[config.mk]
export PLATFORM = sky130hd
export DESIGN_NAME = hospital_rover
export DESIGN_NICKNAME = d
export VERILOG_FILES = /design/src/rtl/hospital_rover.sv
export SDC_FILE = /design/constraint.sdc
export NUM_CORES = 1
export LEC_CHECK = 0
export CAP_MARGIN = 20
export CORE_AREA = 10 10 47 49
export DETAILED_ROUTE_END_ITERATION = 12
export DIE_AREA = 0 0 57 59
export DONT_BUFFER_PORTS = 1
export PLACE_DENSITY = 0.73
export SLEW_MARGIN = 30
export SYNTH_ARGS = -nofsm -noshare
export SYNTH_HDL_FRONTEND = slang
export SYNTH_SLANG_ARGS = --single-unit
[constraint.sdc]
create_clock -name clk -period 6.1 [get_ports clk]
set_input_delay 0.61 -clock clk [delete_from_list [all_inputs] [get_ports clk]]
set_output_delay 0.61 -clock clk [all_outputs]
set_load 0.01 [all_outputs]
[src/rtl/hospital_rover.sv]
// hospital_rover: Moore FSM stepping a delivery rover around the fixed circuit
// Reception -> Ward -> ICU -> Pharmacy -> Reception. The rover advances one stop
// after move_switch has been sampled high for DWELL_CYCLES consecutive edges.
// Optional feature macro: ROVER_AUTO_HOME_EN (idle timeout returns the rover to
// Reception after HOME_TIMEOUT idle edges away from Reception).
module hospital_rover #(
  parameter int unsigned DWELL_CYCLES = 1,
  parameter int unsigned HOME_TIMEOUT = 8
) (
  input  logic       clk,
  input  logic       reset,
  input  logic       move_switch,
  output logic [3:0] current_loc
);

  typedef enum logic [3:0] {
    RECEPTION = 4'b0001,
    WARD      = 4'b0010,
    ICU       = 4'b0100,
    PHARMACY  = 4'b1000
  } state_t;

  localparam logic [7:0] DWELL_LIM = 8'(DWELL_CYCLES);

  // Reject out-of-range configurations at elaboration time.
  generate
    if (DWELL_CYCLES < 1 || DWELL_CYCLES > 255 ||
        HOME_TIMEOUT < 1 || HOME_TIMEOUT > 255) begin : g_bad_params
      $error("hospital_rover: DWELL_CYCLES and HOME_TIMEOUT must be in 1..255");
    end
  endgenerate

  // The state register is plain logic so non-one-hot values (upsets) are
  // representable and recoverable.
  logic [3:0] state_q, state_d;
  logic [7:0] dwell_q, dwell_d;
  logic [7:0] dwell_inc;

`ifdef ROVER_AUTO_HOME_EN
  localparam logic [7:0] HOME_LIM = 8'(HOME_TIMEOUT);
  logic [7:0] idle_q, idle_d;
  logic [7:0] idle_inc;
`endif

  // Next stop on the forward-only circuit; Pharmacy wraps straight to Reception.
  function automatic logic [3:0] next_stop(input logic [3:0] s);
    case (s)
      RECEPTION: next_stop = WARD;
      WARD:      next_stop = ICU;
      ICU:       next_stop = PHARMACY;
      default:   next_stop = RECEPTION;
    endcase
  endfunction

  // True only for the four legal one-hot stop encodings.
  function automatic logic is_legal(input logic [3:0] s);
    case (s)
      RECEPTION, WARD, ICU, PHARMACY: is_legal = 1'b1;
      default:                        is_legal = 1'b0;
    endcase
  endfunction

  // Next-state logic: dwell counting, advance, illegal-state recovery, idle return.
  always_comb begin
    state_d   = state_q;
    dwell_d   = '0;
    dwell_inc = dwell_q + 8'd1;
`ifdef ROVER_AUTO_HOME_EN
    idle_d    = '0;
    idle_inc  = idle_q + 8'd1;
`endif
    if (!is_legal(state_q)) begin
      state_d = RECEPTION;
    end else if (move_switch) begin
      if (dwell_inc == DWELL_LIM) begin
        state_d = next_stop(state_q);
      end else begin
        dwell_d = dwell_inc;
      end
    end else begin
`ifdef ROVER_AUTO_HOME_EN
      if (state_q != RECEPTION) begin
        if (idle_inc == HOME_LIM) begin
          state_d = RECEPTION;
        end else begin
          idle_d = idle_inc;
        end
      end
`endif
    end
  end

  // State and counter registers with synchronous reset priority.
  always_ff @(posedge clk) begin
    if (reset) begin
      state_q <= RECEPTION;
      dwell_q <= '0;
`ifdef ROVER_AUTO_HOME_EN
      idle_q  <= '0;
`endif
    end else begin
      state_q <= state_d;
      dwell_q <= dwell_d;
`ifdef ROVER_AUTO_HOME_EN
      idle_q  <= idle_d;
`endif
    end
  end

  assign current_loc = state_q;

endmodule

==> impl_metrics.yaml <==
status:
  status: "finished, final reports clean"
floorplanning:
  die_w_um: 57
  rows: 14
  dieHeight_um: 59
  start_util_pct: 45.7
  ios: 7
  core-area_um2: 1400
  die_area_um2: 3360
clock_tree:
  clkTransAtPathRegs_ns: 0.08
  cts_setup_buffers: 0
  cts_made_buffers: 3
  cts_buffer_depth: 2
  cts_htree_levels: 1
  cts_hold_buf: 0
  cts_resized: 0
  clock_latency_ns: 0.27
  cts_tree: "yes"
  clock-sinks: 12
  cts_root_buffer: "clkbuf_4"
global_routing:
  grt_usage_pct: 6.82
  antenna_found_initial: 0
  first_global_vias: 466
  grt_start_max_net_pins: 10
  grt_overflow: 0
  grt_pass1_wl_mm: 1.86
final_layout:
  utilization_pct: 48.3
  syn2layout_area_growth_pct: 5.66
  final_common_cell: "dfxtp_1"
  layout_common_cells: "12 x dfxtp_1, 11 x nor2_1, 5 x xor2_1, 5 x nand2_1"
  final_nets: 81
  antenna_cells: 0
  layout-drive-gt1-share_pct: 9.33
place:
  gp_congestion: 0.767
  dp_hpwl_um: 859
  io_buffers: 0
  dp_slack_ns: 4.20
timing:
  rsz0062_at_grt: "no"
  drv_slew: 0
  fin_crit_sh_pct: 31.2
  final.setup.tns_ns: 0
  finalSetupViolations: 0
  max_freq_mhz: 525
  max-slew-margin-rel_pct: 62.3
  hold_viol_final: 0
  setup_ws_ns: 4.20
  min_period_ns: 1.90
  worst_pin_slew_ns: 0.557
  fin_skew_ns: 0.00358
power:
  p_sw_share_pct: 22.5
  p_sw_w: 0.0000351
  leakage_nw: 0.262
  clockPowerShare_pct: 40.4
  p_int_w: 0.000121
  vdd_ir_drop_max_mv: 0.129
  p_per_area_nw_per_um2: 230
  power_frac_seq_pct: 53.4
  comb_power_share_pct: 6.2
routing:
  route.detailed.drc: 0
  antenna_left: 0
  first_pass_iters: 1
  routed_wl_mm: 1.07
  wire_per_inst_um: 11.8
  via_per_inst: 5.25
  vias: 478
  first_iter_violations: 0
job:
  maxCapViolations: 0
setup_path:
  start_kind: "flop"
  path_buf_inv: 0
  critPathMaxFanout: 7
  cp.required_ns: 6.26
  critical-path-max-stage-delay_ns: 0.55
  regToRegSetupSlack_ns: 4.20
  crit_chain: "ha_1 -> or2_1 -> a21oi_1 -> a31oi_1 -> or4_4 -> mux2i_1"
  critPathKind: "reg -> reg"
  end_kind: "flop"
  worstPathArrival_ns: 2.07
  slowest_stage: "or4_4"
  critPathTopFamily: "simple AND/OR/NAND/NOR gates"
synthesis:
  synth_top_area_share_pct: 37.5
  synth_edf_count: 0
  synth_ff_type: "dfxtp_1"
  syn_nets: 79
  synth_seq_cells: 12
  yosys.area.top_type: "dfxtp_1"
  yosysWarnings: 0
  ys_seq_area_share_pct: 37.5
  syn_area_per_cell_um2: 8.66
  synth.area.top_cells: "dfxtp_1 38%, xor2_1 6.8%, nor2_1 6.4%"
  syn_inst: 74
  async_flop_share_pct: 0
  syn-cell-area_um2: 641
  ys_types: 29
hold_path:
  hp-class: "in -> reg"
## routing by layer
layer  up-vias  track usage (%)  share of wire [%]  routed length (µm)
li1        253                -                  -                   -
met1       211             6.03                 42                 454
met2        14             11.6                 47                 498
met3         0             5.58                 11                 117
met4         0             2.01                  0                   0
met5         -                0                  0                   0
## layout make-up
cell class	instances	area, µm²
Fill cell	138	724
Multi-Input combinational cell	55	365
Sequential cell	12	240
Clock buffer	4	36.3
Tap cell	16	20.0
Inverter	4	15.0
## per-stage QoR
stage	power, W	cell area [µm²]	hold WS [ns]	instances
after floorplan	0.0000933	641	0.441	74
after global placement	0.0000944	641	0.465	87
after detailed placement	0.0000949	641	0.478	87
after CTS	0.000158	677	0.479	91
after global routing	0.000165	677	0.471	91
final	0.000156	677	0.483	91
## synth_stat cells (2+ instances only)
cell     number
a21oi_1       3
and4_4        2
dfxtp_1      12
ha_1          2
inv_1         4
mux2i_1       4
nand2_1       5
nand3_1       3
nor2_1       11
nor2b_1       3
xnor2_1       3
xor2_1        5
## worst register-to-register path, stage by stage (launching register included)
cell and delay (ns):
dfxtp_1 0.34, ha_1 0.30, or2_1 0.24, a21oi_1 0.15
a31oi_1 0.07, or4_4 0.55, mux2i_1 0.14
## worst paths after layout
path | startpoint | to | depth (start not counted)
max | dwell_q[0]$_SDFF_PP0_ | current_loc[0]$_SDFFE_PP1P_ | 6
min | move_switch | dwell_q[7]$_SDFF_PP0_ | 1
max reg2reg | dwell_q[0]$_SDFF_PP0_ | current_loc[0]$_SDFFE_PP1P_ | 6
min reg2reg | dwell_q[0]$_SDFF_PP0_ | dwell_q[0]$_SDFF_PP0_ | 1
## kinds of logic after synthesis
group | synth area share [%]
muxes | 6.25
and+or+nand+nor | 28.1
DFF | 37.5
xor gates and xnor gates | 10.9
buffers and inverters | 5.47
AOI/OAI and AO/OA | 7.81
adders and majority gates | 3.91
## state kept, by name, summed over array words and instances, names as in the netlist
| signal | cells |
|---|---|
| dwell_q | 8 |
| current_loc | 4 |
## power by group through the flow
stage           Clock, W  Combinational [W]  Sequential [W]
2_1_floorplan          0         0.00000907       0.0000842
3_3_place_gp           0         0.00000954       0.0000849
3_5_place_dp           0         0.00000983       0.0000851
4_1_cts        0.0000653         0.00000986       0.0000832
5_1_grt        0.0000701          0.0000112       0.0000835
6_report       0.0000629         0.00000957       0.0000832
(Power assumes the default switching activity.)
